--- config.mk ---
export PLATFORM = sky130hd
export DESIGN_NAME = clut_loader
export DESIGN_NICKNAME = d
export VERILOG_FILES = /design/src/rtl/clut_loader.sv
export SDC_FILE = /design/constraint.sdc
export NUM_CORES = 1
export LEC_CHECK = 0
export CAP_MARGIN = 15
export CELL_PAD_IN_SITES_DETAIL_PLACEMENT = 0
export CELL_PAD_IN_SITES_GLOBAL_PLACEMENT = 1
export CORE_MARGIN = 3
export CORE_UTILIZATION = 32
export DETAILED_ROUTE_END_ITERATION = 10
export HOLD_SLACK_MARGIN = 0.06
export MAX_ROUTING_LAYER = met4
export PLACE_DENSITY_LB_ADDON = 0.1
export SYNTH_ARGS = -nofsm -noshare
export SYNTH_HDL_FRONTEND = slang
export SYNTH_SLANG_ARGS = --single-unit
--- constraint.sdc ---
create_clock -name i_clk -period 2.4 [get_ports i_clk]
set_clock_uncertainty 0.15 [all_clocks]
set_input_delay 0.36 -clock i_clk [delete_from_list [all_inputs] [get_ports i_clk]]
set_output_delay 0.36 -clock i_clk [all_outputs]
set_load 0.01 [all_outputs]
--- src/rtl/clut_loader.sv ---
// rtl/clut_loader.sv - fetches a 16- or 256-colour palette from VRAM in 8-word bursts
// and drives the CLUT cache write port.
module clut_loader #(
  parameter int BURST_LOG2 = 3
) (
  input  logic        i_clk,
  input  logic        i_rst,
  input  logic        i_loadReq,
  input  logic [14:0] i_CLUT_ID,
  input  logic        i_is8bpp,
  output logic        o_busy,
  output logic        o_done,
  output logic        o_memReq,
  output logic [17:0] o_memAddr,
  input  logic        i_memAck,
  input  logic        i_memDataValid,
  input  logic [31:0] i_memData,
  output logic        o_write,
  output logic [6:0]  o_writeIdx128,
  output logic [31:0] o_Colors
);

  localparam int BEATS = 1 << BURST_LOG2;
  localparam logic [2:0] LAST_BEAT = 3'(BEATS - 1);

  typedef enum logic [1:0] {IDLE, REQ, RECV, DONE} state_t;

  state_t     state;
  logic [8:0] row;
  logic [5:0] x;
  logic       is8;
  logic [3:0] b;
  logic [2:0] k;
  logic [5:0] col_next;
  logic [3:0] last_b;

  // Column advances in 8-word steps and wraps inside the same VRAM row.
  always_comb begin
    col_next = 6'd0;
    last_b   = 4'd0;
    col_next = x + {2'b00, b} + 6'd1;
    last_b   = is8 ? 4'd15 : 4'd0;
  end

  always_ff @(posedge i_clk) begin
    if (i_rst) begin
      state         <= IDLE;
      row           <= 9'd0;
      x             <= 6'd0;
      is8           <= 1'b0;
      b             <= 4'd0;
      k             <= 3'd0;
      o_busy        <= 1'b0;
      o_done        <= 1'b0;
      o_memReq      <= 1'b0;
      o_memAddr     <= 18'd0;
      o_write       <= 1'b0;
      o_writeIdx128 <= 7'd0;
      o_Colors      <= 32'd0;
    end else begin
      o_write <= 1'b0;
      o_done  <= 1'b0;
      case (state)
        IDLE: begin
          if (i_loadReq) begin
            row       <= i_CLUT_ID[14:6];
            x         <= i_CLUT_ID[5:0];
            is8       <= i_is8bpp;
            b         <= 4'd0;
            k         <= 3'd0;
            o_busy    <= 1'b1;
            o_memReq  <= 1'b1;
            o_memAddr <= {i_CLUT_ID[14:6], i_CLUT_ID[5:0], 3'b000};
            state     <= REQ;
          end
        end
        REQ: begin
          if (i_memAck) begin
            o_memReq <= 1'b0;
            state    <= RECV;
          end
        end
        RECV: begin
          if (i_memDataValid) begin
            o_write       <= 1'b1;
            o_writeIdx128 <= {b, k};
            o_Colors      <= i_memData;
            k             <= k + 3'd1;
            if (k == LAST_BEAT) begin
              k <= 3'd0;
              if (b == last_b) begin
                state <= DONE;
              end else begin
                b         <= b + 4'd1;
                o_memReq  <= 1'b1;
                o_memAddr <= {row, col_next, 3'b000};
                state     <= REQ;
              end
            end
          end
        end
        DONE: begin
          // First DONE cycle carries the final write; the second raises o_done.
          if (!o_done) begin
            o_done <= 1'b1;
          end else begin
            o_busy <= 1'b0;
            state  <= IDLE;
          end
        end
        default: state <= IDLE;
      endcase
    end
  end

endmodule

Word-level counts from Yosys, hierarchy flattened
Cells that the tools add are included.
- word-level logic and storage cells: 75
- bits of input ports: 53
- register bits: 86
- output and inout port bits: 61
- mux-type cells: 32
- bitwise logic cells: 2
- add/sub/neg operators: 4
- reduce and logical (&&, ||, !) cells: 13
- equality and inequality tests: 11
- operators with widths (cell ; count):
    $mux 18 ; 4
    $pmux 18 s2 ; 1
    $mux 4 ; 5
    $mux 2 ; 6
    $ne 2x2->1 const B ; 6
    $reduce_and 5->1 ; 2
    $mux 3 ; 3
    $mux 1 ; 8
    $pmux 2 s4 ; 1
    $pmux 4 s2 ; 1
    $add 6x1->6 const B ; 1
    $add 6x4->6 ; 1
    $pmux 3 s2 ; 1
    $reduce_and 3->1 ; 2
    $reduce_and 6->1 ; 1
    $add 4x1->4 const B ; 1
    $eq 2x2->1 const B ; 2
    $eq 4x4->1 ; 1
    $reduce_and 2->1 ; 2
    $reduce_bool 2->1 ; 2
    $reduce_or 2->1 ; 2
    $add 3x1->3 const B ; 1
    $eq 3x3->1 const B ; 1
    $pmux 1 s3 ; 1
    5 further kinds ; 6

Depth between registers and ports, before layout
- depth in word-level cells: 6
- depth in mapped cells: 9
- gate-level depth less buffers: 9

Least setup slack after synthesis
No wires, ideal clock.
- path type: reg-to-reg
- from: reg b[0]
- to: reg o_memAddr[7]
- clock period less this slack: 1.958 ns
- arrival time: 1.717 ns
- cell stages (with the launch flop): 10
- setup slack: 0.442 ns
- library setup time: 0.091 ns
- path buffers: 0
- required time: 2.159 ns
- path through: dfxtp_1 inv_1 ha_1 inv_1 fa_1 a21o_1 a21oi_1 xnor2_1 nand2_1 a311oi_1
- cells in the longest elaborated chain, start to end: 6
- elaborated cells on any way between the ends: 9
- those cells by class: 2 x add/sub; 2 x eq/ne; 4 x mux; 1 x reduce/logical
- ends and longest elaborated chain (what ; line ; text):
    start: declaration ; 32 ; logic [3:0] b;
    start signal: assignment ; 94 ; b <= b + 4'd1;
    $add 6x4->6 ; 41 ; col_next = x + {2'b00, b} + 6'd1;
    $add 6x1->6 ; 41 ;
    $mux 18 ; 91 ; if (b == last_b) begin
    $mux 18 ; 89 ; if (k == LAST_BEAT) begin
    $mux 18 ; 84 ; if (i_memDataValid) begin
    $pmux 18 s2 ; 63 ; case (state)
    end signal: assignment ; 73 ; o_memAddr <= {i_CLUT_ID[14:6], i_CLUT_ID[5:0], 3'b000};
    end signal: assignment ; 96 ; o_memAddr <= {row, col_next, 3'b000};
    end: declaration ; 14 ; output logic [17:0] o_memAddr,
Parallel ways exist; a longest one is shown, timed or not. The select of a mux whose other input is x is not followed.
A chain may end at the register's enable or synchronous reset.

Worst setup path after layout
Same ends and word-level chain as after synthesis.

==> metrics.md <==
| Metric | Value |
|---|---|
| Syn-to-layout area delta | 42.0% |
| Period utilization | 0.885 |
| Io pins | 114 |
| Worst reg2reg path depth | 9 |
| Cell seen most often among critical-path stages | inv_1 |
| Total GRT Usage | 0.150 |
| MaxCap Viol Count | 0 |
| Clock transition at path regs | 0.08 ns |
| GR Overflow Total | 0 |
| DRC | 0 |
| TritonRoute pass-1 iters | 4 |
| VDD IR max | 0.336 mV |
| Hold Fails Final Rpt | 0 |
| Critical Path Sink Type | flop |
| Total Wirelength | 8.63 mm |
| Highest clock rate | 471 MHz |
| Max-slew violation count | 0 |
| Combinational power share | 0.162 |
| Internal power | 0.00216 W |
| Post-Syn Area per Cell | 8.07 um2 |
| Cell Chain, Critical Path | inv_1 -> ha_1 -> inv_1 -> fa_1 -> a21o_1 -> a21oi_1 -> xnor2_1 -> nand2_1 -> a311oi_1 |
| Main synth FF type | dfxtp_1 |
| CP bufs+invs | 2 |
| CP peak stage delay | 0.40 ns |
| Setup WS pre-CTS | 0.292 ns |
| Ranking of synthesized cells by area | dfxtp_1 49%, nand2_1 16%, a21oi_1 9.3%, ha_1 2.6%, nor2_1 2.5% |
| # rows | 36 |
| Clock Tree Buf Depth | 2 |
| Clock net sink count | 83 |
| Starting Density | 0.337 |
| CTS tree | yes |
| Clock power share | 0.331 |
| WP data arrival | 2.23 ns |
| Post-synth top area share | 0.490 |
| Initial antenna violation count | 0 |
| EDFF count, synth | 0 |
| Skew-Pair Late Insertion Delay | 0.35 ns |
| Final ANT Viol Nets | 0 |
| Netlist cell types | 38 |
| Initial detailed-routing violation count | 91 |
| Startpoint Class | flop |
| WP data required | 2.51 ns |
| Setup ws final | 0.276 ns |
| Asr flop ratio synth | 0 |
| Critical path depth | 9 |
| Wire length per cell | 13.0 um |
| Vias per inst | 4.63 |
| Layout cells sized above 1 | 0.0737 |
| Worst-Margin Slew | 0.668 ns |
| Seq pwr share | 0.507 |
| WS Path Type | reg2reg |
| Setup Viol. Count Final | 0 |
| YS warnings | 0 |
| Power per Cell Area | 609 nW/um2 |
| Hold WC Path Type | reg2reg |
| Mapped cell area | 3390 um2 |
| Sw frac | 0.264 |
| Root Driver | clkbuf_8 |
| Outcome | finished clean |
| DP HPWL | 6.12 mm |
| Core box area | 10000 um2 |
| Die width | 109 um |
| CTS H-Tree Depth | 3 |
| Critical path peak fanout | 6 |
| Total number of vias | 3063 |
| RSZ-0062 raised after global routing | no |
| Setup TNS | 0 ns |
| Die height | 109 um |
| Seq/Total Area, Yosys | 0.490 |
| Global-route wire length before repair | 13.7 mm |
| Post-CTS sizing | 0 |
| Die area | 11900 um2 |
| Post-Synthesis Cells | 420 |
| Largest net degree at the start of global routing | 36 |
| Synthesized flop and latch total | 83 |
| CP top delay family | compound AO/OA/AOI/OAI gates |
| Post-layout min period | 2.12 ns |
| Setup bufs post-CTS | 0 |
| Static Leak | 1.73 nW |
| Worst rel slew slack | 0.554 |
| Port-buffer cells | 110 |
| GPL Wtd Cong | 0.735 |
| Via count of the first global-routing pass | 2900 |
| Slowest cell on crit path | dfxtp_1 |
| N_diodes | 0 |
| # nets final | 585 |
| Hold Crit Depth | 2 |
| TritonCTS Buffers | 9 |
| Area leader, netlist | dfxtp_1 |
| Post-CTS Hold Fix Bufs | 0 |
| NetSw | 0.000775 W |
==> power by group through the flow <==
stage	clock, W	sequential, W	combinational, W
floorplan	0	0.00153	0.000227
global placement	0	0.00152	0.000474
detailed placement	0	0.00152	0.000479
CTS	0.00101	0.00149	0.000481
global route	0.00107	0.00150	0.000520
finish	0.000972	0.00149	0.000474
==> per-layer routing <==
metal / part of all wire / global-route usage
met1: 0.48 / 0.187
met2: 0.45 / 0.236
met3: 0.060 / 0.0474
met4: 0.012 / 0.0415
met5: 0 / -
==> tightest hold or removal path, delay by kind of cell, from the launching register on <==
kind | cells | cell delay [ns]
DFF | 1 | 0.32
and+or+nand+nor | 1 | 0.05
AOI/OAI and AO/OA | 1 | 0.05
==> final timing paths <==
check | startpoint | end | slack [ns]
min reg2reg | o_Colors[12] | o_Colors[12] | 0.31
max reg2reg | b[0] | o_memAddr[7] | 0.28
max | b[0] | o_memAddr[7] | 0.28
min | o_Colors[12] | o_Colors[12] | 0.31
==> synth_stat cells (2+ instances only) <==
library cell / instances
a211oi_1: 3
a21o_1: 2
a21oi_1: 63
a311oi_1: 9
a311oi_2: 3
buf_2: 8
buf_4: 5
clkbuf_1: 17
dfxtp_1: 83
ha_1: 7
inv_1: 5
mux2i_1: 3
nand2_1: 144
nand2b_1: 2
nand3_1: 4
nand3b_1: 4
nor2_1: 23
nor2b_1: 3
nor3_1: 5
nor3b_1: 2
o21ai_0: 4
xnor2_1: 5
==> area by class of cell <==
type | count | area (um2)
fillers | 1014 | 5230
flip-flops and latches | 83 | 1660
multi-input cells | 302 | 1560
repair buffers | 123 | 1210
well taps | 133 | 166
clock buffers | 12 | 165
clock inverters | 4 | 32.5
inverters | 5 | 18.8
==> layout by cell type (no fill, tap or decap), types with 7 or more instances in the layout <==
master and n:
clkdlybuf4s50_1 109, a311oi_1 9, ha_1 7, a21oi_1 63, buf_4 12, clkbuf_8 12
nor2_1 23, dfxtp_1 83, nand2_1 144
==> sequential cells by signal (all words and copies together) (netlist names) <==
register       count
o_memAddr         15
x                  6
o_busy             1
is8                1
state              2
o_memReq           1
o_writeIdx128      7
b                  4
o_write            1
o_Colors          32
row                9
o_done             1
k                  3
==> cells by family (layout without fill, tap and decap cells) <==
group / Yosys count / in the layout / synth area share
AOI/OAI and AO/OA: 91 / 91 / 0.171
xor gates and xnor gates: 5 / 5 / 0.0129
adders and majority gates: 8 / 8 / 0.0317
buffers and inverters: 37 / 144 / 0.0520
DFF: 83 / 83 / 0.490
muxes: 3 / 3 / 0.00886
other: 1 / 3 / 0.00111
and+or+nand+nor: 192 / 192 / 0.232
==> metrics by stage <==
stage | instance area (um2) | power [W] | hold slack, ns | instances | utilization
2_1_floorplan | 3400 | 0.00176 | 0.286 | 422 | -
3_3_place_gp | 4620 | 0.00199 | 0.292 | 646 | 0.460
3_5_place_dp | 4620 | 0.00200 | 0.296 | 646 | 0.460
4_1_cts | 4810 | 0.00298 | 0.308 | 662 | 0.479
5_1_grt | 4810 | 0.00309 | 0.326 | 662 | 0.479
6_report | 4810 | 0.00293 | 0.306 | 662 | 0.479
Note: power is estimated with default switching activity, not from simulation.
